==> src/rtl/tx_pkg.sv <==
// Shared types and constants for the transmit fire scheduler (tx_fire_scheduler).
package tx_pkg;

  localparam int NUM_ELEM = 8;
  localparam int DELAY_W  = 8;
  localparam int HW_W     = 4;
  localparam int ADDR_W   = $clog2(NUM_ELEM);
  // Wide enough for max delay plus two half-cycles, so compares never wrap.
  localparam int CMP_W    = DELAY_W + HW_W + 1;

  typedef enum logic [1:0] {
    IDLE = 2'd0,
    FIRE = 2'd1,
    DONE = 2'd2
  } tx_state_e;

  typedef logic [DELAY_W-1:0] delay_t;
  typedef logic [HW_W-1:0]    hw_t;
  typedef logic [CMP_W-1:0]   tcnt_t;

  function automatic delay_t max_delay(input delay_t a, input delay_t b);
    return (a > b) ? a : b;
  endfunction

endpackage

==> src/rtl/tx_elem_pulse.sv <==
// Per-element bipolar pulse generator: registered pos/neg windows against the event time t.
module tx_elem_pulse
  import tx_pkg::*;
(
  input  logic   clock,
  input  logic   reset,
  input  logic   en,
  input  delay_t d,
  input  hw_t    hw,
  input  tcnt_t  t,
  output logic   pos,
  output logic   neg
);

  tcnt_t d_ext;
  tcnt_t pos_end;
  tcnt_t neg_end;

  assign d_ext   = tcnt_t'(d);
  assign pos_end = d_ext + tcnt_t'(hw);
  assign neg_end = pos_end + tcnt_t'(hw);

  // The two windows are disjoint, so pos and neg can never overlap.
  always_ff @(posedge clock) begin
    if (reset) begin
      pos <= 1'b0;
      neg <= 1'b0;
    end else begin
      pos <= en && (t >= d_ext) && (t < pos_end);
      neg <= en && (t >= pos_end) && (t < neg_end);
    end
  end

endmodule

==> src/rtl/tx_fire_scheduler.sv <==
// Transmit-event controller: snapshots the delay table on start and fires one bipolar pulse per element.
// Optional element-walk delays are enabled by defining TX_ELEMENT_WALK_EN.
module tx_fire_scheduler
  import tx_pkg::*;
(
  input  logic                clock,
  input  logic                reset,
  input  logic                start,
  input  hw_t                 half_width,
  input  logic                dly_wr,
  input  logic [ADDR_W-1:0]   dly_addr,
  input  delay_t              dly_data,
`ifdef TX_ELEMENT_WALK_EN
  input  logic                walk,
`endif
  output logic                busy,
  output logic                done,
  output logic [NUM_ELEM-1:0] posOutput,
  output logic [NUM_ELEM-1:0] negOutput,
  output tx_state_e           dbg_state
);

  tx_state_e state;
  delay_t    shadow [NUM_ELEM];
  delay_t    active [NUM_ELEM];
  delay_t    snap   [NUM_ELEM];
  delay_t    snap_max;
  hw_t       hw;
  hw_t       hw_eff;
  tcnt_t     t;
  tcnt_t     last_t;

  assign dbg_state = state;

  // Snapshot candidates as they will be latched at an accepted start.
  always_comb begin
    hw_eff   = (half_width == '0) ? hw_t'(1) : half_width;
    snap_max = '0;
    for (int i = 0; i < NUM_ELEM; i++) begin
      snap[i] = shadow[i];
`ifdef TX_ELEMENT_WALK_EN
      if (walk) snap[i] = delay_t'(i * 2 * int'(hw_eff));
`endif
      snap_max = max_delay(snap_max, snap[i]);
    end
  end

  // Host writes land in the shadow copy only; the running event uses active.
  always_ff @(posedge clock) begin
    if (reset) begin
      for (int i = 0; i < NUM_ELEM; i++) shadow[i] <= '0;
    end else if (dly_wr) begin
      shadow[dly_addr] <= dly_data;
    end
  end

  always_ff @(posedge clock) begin
    if (reset) begin
      state  <= IDLE;
      t      <= '0;
      hw     <= '0;
      last_t <= '0;
      busy   <= 1'b0;
      done   <= 1'b0;
      for (int i = 0; i < NUM_ELEM; i++) active[i] <= '0;
    end else begin
      done <= 1'b0;
      case (state)
        IDLE: begin
          if (start) begin
            active <= snap;
            hw     <= hw_eff;
            last_t <= tcnt_t'(snap_max) + tcnt_t'(hw_eff) + tcnt_t'(hw_eff) - tcnt_t'(1);
            t      <= '0;
            busy   <= 1'b1;
            state  <= FIRE;
          end
        end
        FIRE: begin
          t <= t + tcnt_t'(1);
          if (t == last_t) state <= DONE;
        end
        DONE: begin
          done  <= 1'b1;
          busy  <= 1'b0;
          state <= IDLE;
        end
        default: begin
          busy  <= 1'b0;
          state <= IDLE;
        end
      endcase
    end
  end

  for (genvar g = 0; g < NUM_ELEM; g++) begin : g_elem
    tx_elem_pulse u_pulse (
      .clock (clock),
      .reset (reset),
      .en    (state == FIRE),
      .d     (active[g]),
      .hw    (hw),
      .t     (t),
      .pos   (posOutput[g]),
      .neg   (negOutput[g])
    );
  end

endmodule

==> config.mk <==
export PLATFORM = sky130hd
export DESIGN_NAME = tx_fire_scheduler
export DESIGN_NICKNAME = d
export VERILOG_FILES = /design/src/rtl/tx_pkg.sv /design/src/rtl/tx_elem_pulse.sv /design/src/rtl/tx_fire_scheduler.sv
export SDC_FILE = /design/constraint.sdc
export NUM_CORES = 1
export LEC_CHECK = 0
export CORE_MARGIN = 2
export CORE_UTILIZATION = 55
export DETAILED_ROUTE_END_ITERATION = 12
export PLACE_DENSITY = 0.72
export SLEW_MARGIN = 20
export SYNTH_ARGS = -nofsm -noshare
export SYNTH_HDL_FRONTEND = slang
export SYNTH_SLANG_ARGS = --single-unit
==> constraint.sdc <==
create_clock -name clock -period 13.8 [get_ports clock]
set_input_delay 3.45 -clock clock [delete_from_list [all_inputs] [get_ports clock]]
set_output_delay 3.45 -clock clock [all_outputs]
set_load 0.03 [all_outputs]
==> results by group <==
Outcome
  – Status: finished clean

Worst setup path
  – Worst Path Max Fanout: 16
  – Worst path max stage delay: 0.44 ns
  – Critical R2R Launch: shadow[1][1]
  – Crit Path Category: reg2reg
  – WP data required: 14.16 ns
  – Slowest cell on crit path: fa_1
  – R2R depth: 60
  – Critical Path End Type: register
  – Worst reg2reg endpoint: last_t[7]
  – FF-to-FF setup slack: 0.80 ns
  – WP data arrival: 13.36 ns
  – Crit start category: register

Timing
  – Ratio of final minimum period to clock period: 94.2%
  – Hold WS: 0.464 ns
  – Final worst slack: 0.799 ns
  – Relative slew slack: 21.9%
  – Setup Skew: 0.0131 ns
  – Fin crit period: 13.00 ns
  – Slew of the pin with the lowest slew margin: 1.16 ns
  – Final Slew Violations: 0
  – Final setup vio count: 0
  – Fmax: 0.0769 GHz
  – Hold Violations, Final: 0

Layout
  – Nets: 2406
  – Share of cells above drive strength 1: 5.29%
  – Post-route cell area: 18500 sq um
  – Core Util, Final: 60.5%
  – Area grow syn2layout: 8.22%
  – Fillers: 2733
  – Post-Layout Cell Count: 2438
  – Antenna cells: 0

Global route
  – First-pass GRT wire length: 73100 um
  – Antenna violations before repair: 1
  – All-Layer GR Usage: 28.4%
  – Largest net degree at the start of global routing: 84
  – Vias in the first global route: 13989
  – GRT overflow: 0

Placement
  – Dpl cells: 2403
  – Place WS: 0.322 ns
  – Post-DP HPWL: 34300 um
  – RD Place Congestion: 0.963
  – Port-buffer cells: 38
  – Post-place instance area: 17900 sq um

Floorplanning
  – Die Width: 180 um
  – Core Box Area: 30600 sq um
  – Die ar.: 32500 sq um
  – # IOs: 39
  – Starting Density: 55.9%
  – Placement Rows: 64
  – Die height: 180 um

Synth
  – Post-synthesis sequential area ratio: 24.3%
  – Gate Count Post-Synth: 2002
  – Synthesized area: 17100 sq um
  – Synth top area cells: ha_1, dfxtp_1, edfxtp_1
  – Yosys Warn Count: 0
  – Post-synth EDFFs: 64
  – Synth unique cells: 66
  – Async set-reset flop share out of synthesis: 0%
  – Post-synthesis register bit count: 176
  – Yosys top cell area share: 24.9%
  – Synth Flop Type: dfxtp_1
  – Syn avg cell area: 8.54 sq um
  – Biggest area consumer among synthesized cells: ha_1

Routing
  – Drt via density: 5.93
  – Drt pass-1 iters: 5
  – DRC Markers: 0
  – WL per Instance: 19.0 um
  – Routed via count: 14462
  – Final WL: 46300 um
  – ANT nets after route: 0
  – Initial DRC count: 988

Pwr
  – Maximum vdd drop: 0.000101 V
  – PwrDens: 160 nW/um^2
  – Leak: 8.28 nW

Clocking
  – Clock Latency Late Sink: 0.44 ns
  – Clock transition at path regs: 0.07 ns
  – Clk buf depth: 2
  – CTS tree: done
  – H-Tree Depth: 4
  – CTS buffer count: 17
  – Hold-fix buffers, CTS: 0
  – Root Driver: clkbuf_16
  – Clock Sinks: 176

Job
  – Max-Cap Viols: 0

Hold path
  – Hold crit path type: reg2reg
  – Hold Crit Start: hw[1]
  – Hold depth: 2
  – Hold Path Sink: hw[1]
-- cell usage in the layout (no fill, tap or decap), types with 13 or more instances in the layout --
cell type	n
a21oi_1	186
clkdlybuf4s50_1	37
xnor2_1	75
nor3_1	29
a21o_1	55
fa_1	17
a211oi_1	18
edfxtp_1	64
nand2_1	192
buf_4	26
clkbuf_16	18
nor2_1	88
o21a_1	56
and2_1	70
nor2b_1	63
nand3_1	26
nand4_1	42
mux2_2	19
o211ai_1	13
nand2b_1	37
dfxtp_1	112
xor2_1	44
o21ai_0	79
inv_1	186
ha_1	341
-- metrics by stage --
stage	TNS, ns	total power [mW]
4_1_cts	0	2.91
5_1_grt	-0.0876	3.21
3_5_place_dp	0	2.40
2_1_floorplan	0	2.02
6_report	0	2.95
3_3_place_gp	0	2.36
-- registers in the layout (all words and copies together), names as in the netlist --
name,flops
done,1
g_elem.u_pulse.neg,8
shadow,64
t,13
dbg_state,2
active,64
busy,1
hw,4
last_t,11
g_elem.u_pulse.pos,8
-- synthesized netlist by cell type, types with 26 or more instances --
cell type	number
nand2b_1	37
a21oi_1	186
o21ai_0	79
nor2_1	90
xnor2_1	75
clkbuf_1	42
a21o_1	56
xor2_1	44
nand2_1	193
inv_1	186
nand3_1	26
dfxtp_1	112
o21a_1	56
nor2b_1	64
ha_1	341
nand4_1	42
nor3_1	30
edfxtp_1	64
and2_1	71
-- worst max-delay path, delay by kind of cell (launching register included) --
family	cells	cell delay, ns
buf+inv	4	0.69
compound gates	32	6.22
simple gates	11	1.76
xor+xnor	1	0.15
fa+ha+maj	9	2.65
flops	1	0.41
mux	3	1.07
-- per-layer routing --
metal	GRT usage (%)	up-vias	routed length [um]
li1	-	7094	-
met4	10.5	0	1580
met3	3.96	103	2920
met1	39.0	6834	21100
met5	0	-	0
met2	45.6	431	20600
-- cells by family after synthesis --
kind of cell	synth area share (%)
buf+inv	5.91
other cells	0.0219
mux	1.37
flops	24.3
compound gates	18.1
xor+xnor	6.09
fa+ha+maj	26.9
simple gates	17.2
-- worst max path at each step --
stage / from / depth (start not counted) / slack [ns] / end
2_1_floorplan: shadow[1][1] / 65 / 1.09 / last_t[8]
3_3_place_gp: shadow[0][7] / 59 / 0.67 / last_t[8]
3_5_place_dp: shadow[1][6] / 60 / 0.32 / last_t[8]
4_1_cts: shadow[1][6] / 60 / 0.21 / last_t[8]
5_1_grt: shadow[1][1] / 60 / -0.08 / last_t[7]
6_report: shadow[1][1] / 60 / 0.80 / last_t[7]
-- power breakdown --
part / switching (mW) / internal [mW]
registers: 0.0731 / 0.606
clock network: 0.222 / 0.264
logic: 1.00 / 0.790
-- layout make-up --
cell class	instances	area (sq um)	share of cell area [%]
Timing Repair Buffer	63	566	3.06
Clock buffer	24	513	2.77
Inverter	187	702	3.79
Tap cell	396	495	2.68
Clock inverter	8	62.6	0.338
Multi-Input combinational cell	1584	12000	64.9
Sequential cell	176	4160	22.5
-- what timing repair did --
item                                    CTS  global route
endpoints found under the setup margin    0             8
setup buffers                             0             2
gates resized for setup                   0            12
(Power assumes the default switching activity.)
